$ cat src/rtl/cu_pkg.sv
// Shared definitions for the multicycle control unit: opcodes, FSM states and
// instruction field offsets.
package cu_pkg;

    typedef enum logic [2:0] {
        StFetch,
        StFwait,
        StDecode,
        StExec,
        StMwait,
        StHalt
    } cu_state_e;

    localparam int unsigned OpLdi     = 0;
    localparam int unsigned OpSti     = 1;
    localparam int unsigned OpLd      = 2;
    localparam int unsigned OpSt      = 3;
    localparam int unsigned OpMov     = 4;
    localparam int unsigned OpJmp     = 5;
    localparam int unsigned OpBz      = 6;
    localparam int unsigned OpHlt     = 7;
    localparam int unsigned OpAluBase = 8;

    function automatic int unsigned rd_lsb(int unsigned opsize);
        return opsize;
    endfunction

    function automatic int unsigned rs1_lsb(int unsigned opsize, int unsigned rega);
        return opsize + rega;
    endfunction

    function automatic int unsigned rs2_lsb(int unsigned opsize, int unsigned rega);
        return opsize + 2 * rega;
    endfunction

    // The immediate overlaps rs1/rs2; instructions use one or the other.
    function automatic int unsigned imm_lsb(int unsigned opsize, int unsigned rega);
        return opsize + rega;
    endfunction

endpackage

$ cat src/rtl/cu_regfile.sv
// General register file: two combinational read ports, one synchronous write
// port, synchronous active-high clear.
module cu_regfile
    import cu_pkg::*;
#(
    parameter int unsigned DATAW = 16,
    parameter int unsigned NREGS = 8,
    parameter int unsigned REGA  = $clog2(NREGS)
) (
    input  logic             clk_i,
    input  logic             rst_i,
    input  logic             we_i,
    input  logic [REGA-1:0]  waddr_i,
    input  logic [DATAW-1:0] wdata_i,
    input  logic [REGA-1:0]  raddr_a_i,
    output logic [DATAW-1:0] rdata_a_o,
    input  logic [REGA-1:0]  raddr_b_i,
    output logic [DATAW-1:0] rdata_b_o
);

    logic [DATAW-1:0] regs_q [NREGS];
    logic [DATAW-1:0] regs_d [NREGS];

    always_comb begin
        regs_d = regs_q;
        if (we_i) begin
            regs_d[waddr_i] = wdata_i;
        end
    end

    always_ff @(posedge clk_i) begin
        if (rst_i) begin
            regs_q <= '{default: '0};
        end else begin
            regs_q <= regs_d;
        end
    end

    assign rdata_a_o = regs_q[raddr_a_i];
    assign rdata_b_o = regs_q[raddr_b_i];

endmodule

$ cat src/rtl/cu_multicycle.sv
// Multicycle control unit: FETCH/FWAIT/DECODE/EXEC/MWAIT/HALT sequencer that owns
// pc, instruction register and register file, driving the RAM and external ALU.
module cu_multicycle
    import cu_pkg::*;
#(
    parameter int unsigned DATAW    = 16,
    parameter int unsigned ADDRW    = 8,
    parameter int unsigned OPSIZE   = 4,
    parameter int unsigned NREGS    = 8,
    parameter int unsigned RESET_PC = 0
) (
    input  logic              clk,
    input  logic              reset,
    input  logic              enable,
    input  logic              ramready,
    input  logic [DATAW-1:0]  fromram,
    output logic [DATAW-1:0]  toram,
    output logic [ADDRW-1:0]  addressbus,
    output logic              read,
    output logic              write,
    output logic [OPSIZE-1:0] aluopcode,
    output logic [DATAW-1:0]  aluin1,
    output logic [DATAW-1:0]  aluin2,
    input  logic [DATAW-1:0]  aluout,
    output logic              halted
);

    localparam int unsigned REGA   = $clog2(NREGS);
    localparam int unsigned RdLsb  = rd_lsb(OPSIZE);
    localparam int unsigned Rs1Lsb = rs1_lsb(OPSIZE, REGA);
    localparam int unsigned Rs2Lsb = rs2_lsb(OPSIZE, REGA);
    localparam int unsigned ImmLsb = imm_lsb(OPSIZE, REGA);

    cu_state_e         state_q, state_d;
    logic [ADDRW-1:0]  pc_q, pc_d;
    logic [DATAW-1:0]  ir_q, ir_d;
    logic [ADDRW-1:0]  addr_q, addr_d;
    logic [DATAW-1:0]  toram_q, toram_d;
    logic              read_q, read_d;
    logic              write_q, write_d;
    logic [OPSIZE-1:0] aluop_q, aluop_d;
    logic [DATAW-1:0]  aluin1_q, aluin1_d;
    logic [DATAW-1:0]  aluin2_q, aluin2_d;

    logic [OPSIZE-1:0] op;
    logic [REGA-1:0]   rd, rs1, rs2, rb_addr;
    logic [DATAW-1:0]  imm, ra, rb, rf_wdata;
    logic              rf_we, is_alu, is_mem;

    assign op      = ir_q[OPSIZE-1:0];
    assign rd      = ir_q[RdLsb +: REGA];
    assign rs1     = ir_q[Rs1Lsb +: REGA];
    assign rs2     = ir_q[Rs2Lsb +: REGA];
    assign imm     = ir_q >> ImmLsb;
    assign is_alu  = op >= OPSIZE'(OpAluBase);
    assign is_mem  = (op == OPSIZE'(OpLd)) || (op == OPSIZE'(OpSt)) || (op == OPSIZE'(OpSti));
    // Port B serves rs2 for ALU ops, otherwise rd (store address, branch condition).
    assign rb_addr = is_alu ? rs2 : rd;

    cu_regfile #(
        .DATAW (DATAW),
        .NREGS (NREGS),
        .REGA  (REGA)
    ) u_regfile (
        .clk_i     (clk),
        .rst_i     (reset),
        .we_i      (rf_we & enable),
        .waddr_i   (rd),
        .wdata_i   (rf_wdata),
        .raddr_a_i (rs1),
        .rdata_a_o (ra),
        .raddr_b_i (rb_addr),
        .rdata_b_o (rb)
    );

    always_ff @(posedge clk) begin
        if (reset) begin
            state_q  <= StFetch;
            pc_q     <= ADDRW'(RESET_PC);
            ir_q     <= '0;
            addr_q   <= '0;
            toram_q  <= '0;
            read_q   <= 1'b0;
            write_q  <= 1'b0;
            aluop_q  <= '0;
            aluin1_q <= '0;
            aluin2_q <= '0;
        end else if (enable) begin
            state_q  <= state_d;
            pc_q     <= pc_d;
            ir_q     <= ir_d;
            addr_q   <= addr_d;
            toram_q  <= toram_d;
            read_q   <= read_d;
            write_q  <= write_d;
            aluop_q  <= aluop_d;
            aluin1_q <= aluin1_d;
            aluin2_q <= aluin2_d;
        end
    end

    always_comb begin
        state_d = state_q;
        unique case (state_q)
            StFetch:  state_d = StFwait;
            StFwait:  if (ramready) state_d = StDecode;
            StDecode: begin
                if (is_mem) begin
                    state_d = StMwait;
                end else if (op == OPSIZE'(OpHlt)) begin
                    state_d = StHalt;
                end else begin
                    state_d = StExec;
                end
            end
            StExec:   state_d = StFetch;
            StMwait:  if (ramready) state_d = StFetch;
            StHalt:   state_d = StHalt;
            default:  state_d = StFetch;
        endcase
    end

    always_comb begin
        pc_d     = pc_q;
        ir_d     = ir_q;
        addr_d   = addr_q;
        toram_d  = toram_q;
        read_d   = read_q;
        write_d  = write_q;
        aluop_d  = aluop_q;
        aluin1_d = aluin1_q;
        aluin2_d = aluin2_q;
        rf_we    = 1'b0;
        rf_wdata = '0;
        unique case (state_q)
            StFetch: begin
                addr_d = pc_q;
                read_d = 1'b1;
            end
            StFwait: begin
                if (ramready) begin
                    ir_d   = fromram;
                    read_d = 1'b0;
                    pc_d   = pc_q + ADDRW'(1);
                end
            end
            StDecode: begin
                case (op)
                    OPSIZE'(OpLd): begin
                        addr_d = ra[ADDRW-1:0];
                        read_d = 1'b1;
                    end
                    OPSIZE'(OpSt): begin
                        addr_d  = rb[ADDRW-1:0];
                        toram_d = ra;
                        write_d = 1'b1;
                    end
                    OPSIZE'(OpSti): begin
                        addr_d  = rb[ADDRW-1:0];
                        toram_d = imm;
                        write_d = 1'b1;
                    end
                    default: begin
                        if (is_alu) begin
                            aluop_d  = op;
                            aluin1_d = ra;
                            aluin2_d = rb;
                        end
                    end
                endcase
            end
            StExec: begin
                case (op)
                    OPSIZE'(OpLdi): begin
                        rf_we    = 1'b1;
                        rf_wdata = imm;
                    end
                    OPSIZE'(OpMov): begin
                        rf_we    = 1'b1;
                        rf_wdata = ra;
                    end
                    OPSIZE'(OpJmp): pc_d = imm[ADDRW-1:0];
                    OPSIZE'(OpBz):  if (rb == '0) pc_d = imm[ADDRW-1:0];
                    default: begin
                        if (is_alu) begin
                            rf_we    = 1'b1;
                            rf_wdata = aluout;
                        end
                    end
                endcase
            end
            StMwait: begin
                if (ramready) begin
                    read_d  = 1'b0;
                    write_d = 1'b0;
                    if (op == OPSIZE'(OpLd)) begin
                        rf_we    = 1'b1;
                        rf_wdata = fromram;
                    end
                end
            end
            default: ;
        endcase
    end

    assign toram      = toram_q;
    assign addressbus = addr_q;
    assign read       = read_q;
    assign write      = write_q;
    assign aluopcode  = aluop_q;
    assign aluin1     = aluin1_q;
    assign aluin2     = aluin2_q;
    assign halted     = (state_q == StHalt);

endmodule

$ cat config.mk
export PLATFORM = sky130hd
export DESIGN_NAME = cu_multicycle
export DESIGN_NICKNAME = d
export VERILOG_FILES = /design/src/rtl/cu_pkg.sv /design/src/rtl/cu_regfile.sv /design/src/rtl/cu_multicycle.sv
export SDC_FILE = /design/constraint.sdc
export NUM_CORES = 1
export LEC_CHECK = 0
export ABC_AREA = 1
export BUFFER_PORTS_ARGS = -buffer_cell sky130_fd_sc_hd__buf_4
export CAP_MARGIN = 5
export CELL_PAD_IN_SITES_DETAIL_PLACEMENT = 1
export CELL_PAD_IN_SITES_GLOBAL_PLACEMENT = 2
export CORE_UTILIZATION = 30
export DETAILED_ROUTE_END_ITERATION = 7
export PLACE_DENSITY_LB_ADDON = 0.1
export RECOVER_POWER = 100
export SETUP_SLACK_MARGIN = 0.2
export SLEW_MARGIN = 20
export SYNTH_ARGS = -nofsm -noshare
export SYNTH_HDL_FRONTEND = slang
export SYNTH_SLANG_ARGS = --single-unit
$ cat constraint.sdc
create_clock -name clk -period 3.1 [get_ports clk]
set_input_delay 0.775 -clock clk [delete_from_list [all_inputs] [get_ports clk]]
set_output_delay 0.775 -clock clk [all_outputs]
set_load 0.005 [all_outputs]
==> metrics.yaml, run 1 <==
synthFlopType: "dfxtp_1"
max-slew-margin-rel_pct: 10.2
setup_viol: 0
drt_pass1_iterations: 5
clock_skew_ps: 15.0
cpPeakStageDelay_ps: 620
cap_violations: 0
cpMostUsedCell: "nor2_1"
p_clk_share_pct: 48.2
hold_path_depth: 1
async_reset_ff_share_pct: 0
r2r_cells: 14
grt_pass1_vias: 12000
rows: 71
num_vias: 12100
cts-root-buf: "clkbuf_16"
fmax_mhz: 358
holdWs_ps: 462
stdcell_count: 2408
power_leakage_nw: 6.65
arrival_ps: 3250
synth-edff-count: 0
hpwlAfterDp_um: 34000
outcome: "finished clean"
ys_seq_elements: 217
cts_made_buffers: 29
postLayoutCoreUtil_pct: 36.3
synth_area_leaders: "dfxtp_1 38%, a21oi_1 13%, o21ai_0 13%, inv_1 11%, nand2_1 9.6%"
grt-ovfl-total: 0
hold_viol_final: 0
synth.avg_cell_area_um2: 6.37
postCtsHoldBufs: 0
nNetsFinal: 1912
worstSetupEndpointType: "register"
crit_fanout: 32
coreArea_um2: 37800
cts_tree: "done"
globalplace.congestion: 0.825
synth_top_area_share_pct: 37.5
tightestPinTransition_ps: 1350
path_class: "register to register"
syn_nets: 1854
clock_path_buffers: 3
antenna_found_initial: 0
cp_cell_sequence: "buf_4 -> buf_4 -> nor2_1 -> inv_1 -> nor2_1 -> inv_1 -> nor2_1 -> o21ai_1 -> nor2_1 -> nand2_1 -> buf_2 -> a21oi_1 -> o21ai_0 -> inv_1"
period_share_pct: 90.2
grt_pass1_wl_um: 74400
cts_sinks: 217
cpMaxStageDelayCell: "buf_2"
synth_commonest_cells: "327 x inv_1, 297 x nand2_1, 294 x a21oi_1, 291 x o21ai_0, 217 x dfxtp_1"
fp.dieArea_um2: 39400
portBuffers: 98
drive_above_1_share_pct: 10.1
critPathLaunchType: "register"
netlist_area_um2: 11600
drc: 0
initial_core_util_pct: 30.6
cp.required_ps: 3550
ios: 99
cts_max_level: 1
grt_max_degree: 124
fin_crit_ps: 2800
p_switching_w: 0.00187
p_sw_share_pct: 27.3
synth_top_area_cell: "dfxtp_1"
rrSetupSlack_ps: 300
grt_usage_pct: 25.2
power_density_nw_per_um2: 498
die_h_um: 198
vias_per_cell: 5.03
n_fill_cell: 4921
power_frac_seq_pct: 41.5
drtAntennaViolNets: 0
drt-total-wl_um: 49200
fin_setup_tns_ps: 0
rr_startpoint: "ir_q[3]"
path_clk_slew_ps: 60
p_int_w: 0.00498
area_growth_syn_to_layout_pct: 18.8
grt_setup_unrepaired: "true"
die_w_um: 198
syn_inst: 1817
hold_path_end: "aluopcode[3]"
ys.warnings.count: 0
wire_per_inst_um: 20.4
seq_area_frac_synth_pct: 37.5
combinationalPowerShare_pct: 10.3
timing.rr.end: "u_regfile.regs_q[67]"
hp-class: "register to register"
ys_types: 33
clk_latency_ps: 570
ir_drop_mv: 0.362
synth_most_common_cell: "inv_1"
dp_cells: 2354
min_from: "aluopcode[3]"
drt_iter0_markers: 685
drv_slew: 0
n_antenna_cell: 0
[worst max-delay path: cells and delay by family (launching register included)]
family | cells | cell delay (ps)
AO/OA/AOI/OAI | 3 | 480
flip-flops | 1 | 310
buffers and inverters | 6 | 1410
AND/OR/NAND/NOR | 5 | 450
[power by group through the flow]
| stage | registers [W] | clock network [W] | logic (W) |
|---|---|---|---|
| after floorplan | 0.00289 | 0 | 0.000409 |
| after global placement | 0.00290 | 0 | 0.000701 |
| after detailed placement | 0.00290 | 0 | 0.000700 |
| after CTS | 0.00284 | 0.00339 | 0.000706 |
| after global routing | 0.00284 | 0.00350 | 0.000779 |
| final | 0.00284 | 0.00330 | 0.000707 |
[metal layers]
metal / vias to the layer above / track usage, % / share of wire [%]
met4: 0 / 5.84 / 2.1
met2: 218 / 43.2 / 48
li1: 5993 / - / -
met3: 53 / 3.10 / 3.6
met5: - / 0 / 0
met1: 5839 / 33.5 / 46
[timing repair]
| action | 4_1_cts | 5_1_grt |
|---|---|---|
| setup endpoints to repair | 8 | 15 |
| gates resized for setup | 3 | 13 |
| setup buffers | 0 | 0 |
| gates cloned | 0 | 1 |
| pin swaps | 0 | 1 |
[kinds of logic after synthesis]
logic type	after synthesis	share of synthesized area (%)
adder cells (fa/ha/maj)	1	0.108
AO/OA/AOI/OAI	616	27.2
AND/OR/NAND/NOR	526	19.3
flip-flops	217	37.5
buffers and inverters	454	15.6
XOR/XNOR	3	0.227
[layout make-up]
cell class | count | area [µm²] | share of cell area (%)
repair buffers | 145 | 1080 | 7.89
clock inverters | 11 | 88.8 | 0.646
clock buffers | 42 | 845 | 6.14
inverters | 335 | 1260 | 9.14
flip-flops and latches | 217 | 4350 | 31.6
well taps | 511 | 639 | 4.65
multi-input cells | 1147 | 5490 | 39.9
[how the worst max path moves through the flow]
| stage | from | slack [ps] | depth (start not counted) | to |
|---|---|---|---|---|
| detailed placement | ir_q[3] | 110 | 19 | pc_q[7] |
| global route | ir_q[3] | 100 | 14 | u_regfile.regs_q[66] |
| floorplan | ramready | 1130 | 8 | u_regfile.regs_q[0] |
| global placement | ir_q[3] | 200 | 18 | pc_q[5] |
| CTS | ir_q[3] | 220 | 16 | pc_q[7] |
| finish | ir_q[3] | 300 | 14 | u_regfile.regs_q[67] |
[metrics by stage]
stage / power [W] / setup slack, ps / cell area (µm²)
2_1_floorplan: 0.00330 / 1130 / 11600
3_3_place_gp: 0.00360 / 202 / 12800
3_5_place_dp: 0.00360 / 114 / 12800
4_1_cts: 0.00694 / 222 / 13800
5_1_grt: 0.00712 / 97.4 / 13800
6_report: 0.00685 / 303 / 13800
[sequential cells by signal (all words and copies together), names as in the netlist]
| register | flops |
|---|---|
| write | 1 |
| aluin1 | 16 |
| aluin2 | 16 |
| state_q | 3 |
| u_regfile.regs_q | 128 |
| pc_q | 8 |
| addressbus | 8 |
| read | 1 |
| ir_q | 16 |
| toram | 16 |
| aluopcode | 4 |
[cells in the final DEF (no fill, tap or decap), types with 11 or more instances in the layout]
cell         n
dfxtp_1    216
nor2_1      62
a21oi_1    294
buf_4       61
inv_1      325
clkbuf_4    45
clkbuf_16   29
clkbuf_1    30
nand2_1    296
a31oi_1     11
nand3_1    146
o21ai_0    291
No activity file was read; power rests on OpenSTA's default activity.
==> run 2: changes to the inputs <==
--- a/config.mk
+++ b/config.mk
@@ -10,7 +10,7 @@
 export CAP_MARGIN = 5
 export CELL_PAD_IN_SITES_DETAIL_PLACEMENT = 1
 export CELL_PAD_IN_SITES_GLOBAL_PLACEMENT = 2
-export CORE_UTILIZATION = 30
+export CORE_UTILIZATION = 35
 export DETAILED_ROUTE_END_ITERATION = 7
 export PLACE_DENSITY_LB_ADDON = 0.1
 export RECOVER_POWER = 100
==> run 2 against run 1 <==
Net effect: cell area shrank 0.68%; combinational power shrank 0.7%; clock-buffer cell count grew 3; via count grew 0.99%; sequential power is essentially flat; routed wire length shrank 4.4%; maximum frequency grew 0.67%; critical path depth grew 3; global-route usage grew 2.7 points; final cell count shrank 2.5%; sequential share of layout area grew 0.23 points; worst setup slack gained 19 ps.
==> metrics.yaml, run 2 (same netlist as run 1, synthesis figures left out) <==
area_growth_syn_to_layout_pct: 18.0
n_antenna_cell: 0  # unchanged
stdcell_area_um2: 13700  # -0.68%
ios: 99  # unchanged
max-slew-margin-rel_pct: 20.3  # +10 points
nNetsFinal: 1923  # +0.58%
vias_per_cell: 5.21  # +3.6%
n_fill_cell: 4350  # -12%
power_density_nw_per_um2: 486  # -2.4%
fp.dieArea_um2: 33800  # -14%
grt_pass1_wl_um: 71700  # -3.6%
outcome: "finished clean"
coreArea_um2: 32500  # -14%
initial_core_util_pct: 35.6  # +5.0 points
final_cell_mix: "324 x inv_1, 298 x nand2_1, 294 x a21oi_1"
drc: 0  # unchanged
path_clk_slew_ps: 60  # about the same
tightestPinTransition_ps: 1190  # -152 ps
cap_violations: 0  # unchanged
clock_skew_ps: 18.3  # +3.30 ps
hp-class: "register to register"
worstSetupEndpointType: "register"
period_share_pct: 89.6  # -0.60 points
path_class: "register to register"
critPathLaunchType: "register"
clk_latency_ps: 560  # about the same
layout_commonest_cell: "inv_1"
grt_pass1_vias: 11900  # -0.69%
grt-ovfl-total: 0  # unchanged
num_vias: 12200  # +0.99%
r2r_cells: 17  # +3
grt_usage_pct: 27.9  # +2.7 points
cp_cell_sequence: "clkbuf_1 -> nand2_1 -> o21ai_4 -> buf_4 -> nand3_1 -> nand2_1 -> nand2_1 -> nand2_1 -> nor2_1 -> nand2_1 -> nor2_1 -> nand2_1 -> nand3_2 -> nand3_4 -> nand2_1 -> inv_1 -> nor2_1"
crit_start: "ir_q[3]"
rrSetupSlack_ps: 320  # +20 ps
cts_max_level: 1  # unchanged
ir_drop_mv: 0.400  # +10%
die_w_um: 184  # -7.3%
grt_max_degree: 148  # +19%
rows: 66  # -7.0%
globalplace.congestion: 0.855  # +3.6%
max_flop_register: "u_regfile.regs_q"
hpwlAfterDp_um: 32500  # -4.4%
drv_slew: 0  # unchanged
grt_setup_unrepaired: "true"
clock_path_buffers: 3  # unchanged
timing.rr.end: "pc_q[1]"
cpPeakStageDelay_ps: 460  # -160 ps
drt_pass1_iterations: 5  # unchanged
cpMostUsedCell: "nand2_1"
wire_per_inst_um: 20.0  # -1.9%
fin_crit_ps: 2780  # -18.7 ps
crit_fanout: 16  # -50%
cts-root-buf: "clkbuf_16"
drive_above_1_share_pct: 10.2  # +0.11 points
rr_startpoint: "ir_q[3]"
crit_end: "pc_q[1]"
fmax_mhz: 360  # +0.67%
drtAntennaViolNets: 0  # unchanged
portBuffers: 98  # unchanged
cts_sinks: 217  # unchanged
arrival_ps: 3220  # -30 ps
drt-total-wl_um: 47000  # -4.4%
setup_viol: 0  # unchanged
fin_setup_tns_ps: 0  # unchanged
antenna_found_initial: 2  # +2
cpMaxStageDelayCell: "dfxtp_2"
hold_viol_final: 0  # unchanged
cts_tree: "done"
cts_made_buffers: 28  # -3.4%
largest_reg_flops: 128  # unchanged
drt_iter0_markers: 803  # +17%
power_leakage_nw: 6.66  # +0.16%
dpl_cell_area_um2: 12800  # -0.11%
cp.required_ps: 3540  # about the same
die_h_um: 184  # -7.3%
run 2: report_power, final:
group | total (W) | internal [W] | switching, W
registers | 0.00284 | 0.00282 | 0.0000259
clock network | 0.00310 | 0.00182 | 0.00128
logic | 0.000702 | 0.000207 | 0.000496
total | 0.00664 | 0.00484 | 0.00180
run 2: cell type report:
type / count / area [µm²] / area share (%)
Clock buffer: 45 / 836 / 6.12
Clock inverter: 4 / 20.0 / 0.147
Timing Repair Buffer: 158 / 1180 / 8.65
Multi-Input combinational cell: 1146 / 5470 / 40.0
Inverter: 335 / 1260 / 9.21
Tap cell: 442 / 553 / 4.05
Sequential cell: 217 / 4350 / 31.8
run 2: critical path: cells and delay by family (launching register included):
family,cells,cell delay (ps)
AOI/OAI and AO/OA,1,270
buffers and inverters,3,550
DFF,1,460
and+or+nand+nor,13,1390
run 2: repair_timing:
| item | CTS | global route |
|---|---|---|
| endpoints found under the hold margin | 0 | 0 |
| cloned | 0 | 0 |
| pin swaps | 0 | 1 |
| setup endpoints to repair | 19 | 32 |
| gates resized for setup | 4 | 6 |
| hold buffers | 0 | 0 |
| setup buffers | 0 | 5 |
run 2: how the worst min path moves through the flow:
stage            startpoint      endpoint  depth (start not counted)
3_3_place_gp   aluopcode[3]  aluopcode[3]                          1
5_1_grt         fromram[12]      ir_q[12]                          3
4_1_cts         fromram[15]      ir_q[15]                          3
6_report          toram[13]     toram[13]                          2
2_1_floorplan          read          read                          2
3_5_place_dp   aluopcode[3]  aluopcode[3]                          1
run 2: routing by layer:
layer | global-route usage [%] | wire length (µm) | vias to the layer above
met5 | 0 | 0 | -
met4 | 9.17 | 1380 | 0
met3 | 2.79 | 1760 | 58
met2 | 46.7 | 22100 | 265
met1 | 37.4 | 21800 | 5898
li1 | - | - | 6002
run 2: per-stage QoR:
step	hold slack (ps)	util, %	total power [W]	setup WS, ps	std cells
2_1_floorplan	456	-	0.00330	1130	1817
3_3_place_gp	451	39.4	0.00359	151	2293
3_5_place_dp	459	39.4	0.00360	85.0	2293
4_1_cts	452	42.1	0.00672	220	2342
5_1_grt	477	42.0	0.00690	114	2347
6_report	464	42.0	0.00664	321	2347
==> run 3: changes to the inputs <==
--- a/config.mk
+++ b/config.mk
@@ -12,7 +12,7 @@
 export CELL_PAD_IN_SITES_GLOBAL_PLACEMENT = 2
 export CORE_UTILIZATION = 35
 export DETAILED_ROUTE_END_ITERATION = 7
-export PLACE_DENSITY_LB_ADDON = 0.1
+export PLACE_DENSITY = 0.9
 export RECOVER_POWER = 100
 export SETUP_SLACK_MARGIN = 0.2
 export SLEW_MARGIN = 20
==> run 3 against run 2 <==
Net effect: critical path depth stayed put; die area unchanged; register-to-register slack got worse by 40 ps; sequential share of layout area is 0.20 points higher; clock skew down 5.1 ps; non-clock buffer count decreased by 10; maximum frequency fell by 1.6%; sequential power hardly changed; routed wire length is 0.47% higher; largest cell class unchanged; largest power group unchanged; highest routed layer unchanged.
==> metrics.yaml, run 3 (same netlist as run 1, synthesis figures left out) <==
grt-ovfl-total: 0  # unchanged
layout_commonest_cell: "inv_1"
grt_pass1_wl_um: 72200  # +0.75%
die_h_um: 184  # unchanged
cts_tree: "done"
drc: 0  # unchanged
cts_max_level: 1  # unchanged
worstSetupEndpointType: "register"
ios: 99  # unchanged
ir_drop_mv: 0.413  # +3.2%
grt_pass1_vias: 12400  # +3.5%
cp.required_ps: 3570  # +30 ps
drive_above_1_share_pct: 9.99  # -0.24 points
rows: 66  # unchanged
portBuffers: 98  # unchanged
max_flop_register: "u_regfile.regs_q"
max-slew-margin-rel_pct: 21.8  # +1.5 points
period_share_pct: 91.1  # +1.4 points
drtAntennaViolNets: 0  # unchanged
fin_ws_ps: 277  # -44.0 ps
n_fill_cell: 4331  # -0.44%
hpwlAfterDp_um: 31600  # -2.8%
cts_made_buffers: 26  # -7.1%
hp-class: "register to register"
fin_crit_ps: 2820  # +44.0 ps
initial_core_util_pct: 35.6  # unchanged
path_clk_slew_ps: 60  # about the same
vias_per_cell: 5.35  # +2.6%
arrival_ps: 3300  # +80 ps
wire_per_inst_um: 20.3  # +1.1%
final_cell_mix: "325 x inv_1, 297 x nand2_1, 294 x a21oi_1"
setup_viol: 0  # unchanged
nNetsFinal: 1911  # -0.62%
path_class: "register to register"
power_leakage_nw: 6.61  # -0.85%
antenna_found_initial: 0  # -2
power_density_nw_per_um2: 492  # +1.3%
cap_violations: 0  # unchanged
postCtsSetupBuffers: 0  # unchanged
n_antenna_cell: 0  # unchanged
cts_sinks: 217  # unchanged
hold_viol_final: 0  # unchanged
clock_skew_ps: 13.2  # -5.09 ps
drt-total-wl_um: 47300  # +0.47%
drt_pass1_iterations: 5  # unchanged
crit_fanout: 17  # +1
place_ws_ps: 292  # +207 ps
drv_slew: 0  # unchanged
critPathLaunchType: "register"
coreArea_um2: 32500  # unchanged
fin_setup_tns_ps: 0  # unchanged
drt_iter0_markers: 879  # +9.5%
fmax_mhz: 354  # -1.6%
globalplace.congestion: 0.913  # +6.8%
clock_path_buffers: 3  # unchanged
fp.dieArea_um2: 33800  # unchanged
grt_max_degree: 148  # unchanged
outcome: "finished clean"
die_w_um: 184  # unchanged
grt_usage_pct: 27.8  # -0.11 points
grt_setup_unrepaired: "false"
cts-root-buf: "clkbuf_16"
postLayoutCoreUtil_pct: 41.7  # -0.28 points
tightestPinTransition_ps: 1170  # -22.1 ps
largest_reg_flops: 128  # unchanged
clk_latency_ps: 540  # -20 ps
area_growth_syn_to_layout_pct: 17.2
num_vias: 12500  # +2.0%
==> run 3: path summary, 6_finish.rpt <==
kind / slack [ps] / to / cells after the start / start
worst max register to register: 280 / pc_q[5] / 17 / ir_q[3]
worst max-delay path: 280 / pc_q[5] / 17 / ir_q[3]
worst min-delay path: 460 / read / 2 / read
worst min register to register: 460 / read / 2 / read
==> run 3: where the power goes <==
part	switching, W	total, W	internal [W]
clock network	0.00125	0.00314	0.00189
logic	0.000500	0.000701	0.000201
registers	0.0000256	0.00284	0.00282
total	0.00178	0.00668	0.00490
==> run 3: cell type report <==
cell class | instances | area (µm²) | area share [%]
Timing Repair Buffer | 148 | 1100 | 8.08
Sequential cell | 217 | 4350 | 32.0
Inverter | 335 | 1260 | 9.27
Tap cell | 442 | 553 | 4.08
Clock inverter | 9 | 100 | 0.738
Multi-Input combinational cell | 1146 | 5450 | 40.2
Clock buffer | 36 | 769 | 5.67
==> run 3: repair_timing <==
item                       CTS  global route
resized for setup            0             5
hold buffers                 0             0
setup endpoints to repair    0            74
==> run 3: metrics by stage <==
step                      power (W)  hold slack [ps]  area (µm²)  cells
after floorplan             0.00330              456       11600   1817
after global placement      0.00358              453       12800   2288
after detailed placement    0.00359              456       12800   2288
after CTS                   0.00672              466       13600   2333
after global routing        0.00689              490       13600   2333
final                       0.00668              463       13600   2333
==> run 3: worst max-delay path: stages, from the launching register on <==
cell and delay, ps:
dfxtp_2 460, inv_2 120, nand2_2 160, clkbuf_2 440, nand3_1 120, nand3_1 110, nand2_1 70, nand2_1 60
nand2_1 150, nor2_1 140, nand2_1 110, nor2_1 140, nand2_1 90, nand3_2 160, nand3_4 170, nand2_1 100
nand2_1 50, nor2_1 90
==> run 3: layer usage <==
metal / global-route usage [%] / routed length (µm) / up-vias
met5: 0 / 0 / -
met4: 9.50 / 1540 / 0
met1: 36.8 / 21000 / 6106
met2: 46.7 / 22400 / 308
met3: 2.97 / 2350 / 85
li1: - / - / 5971
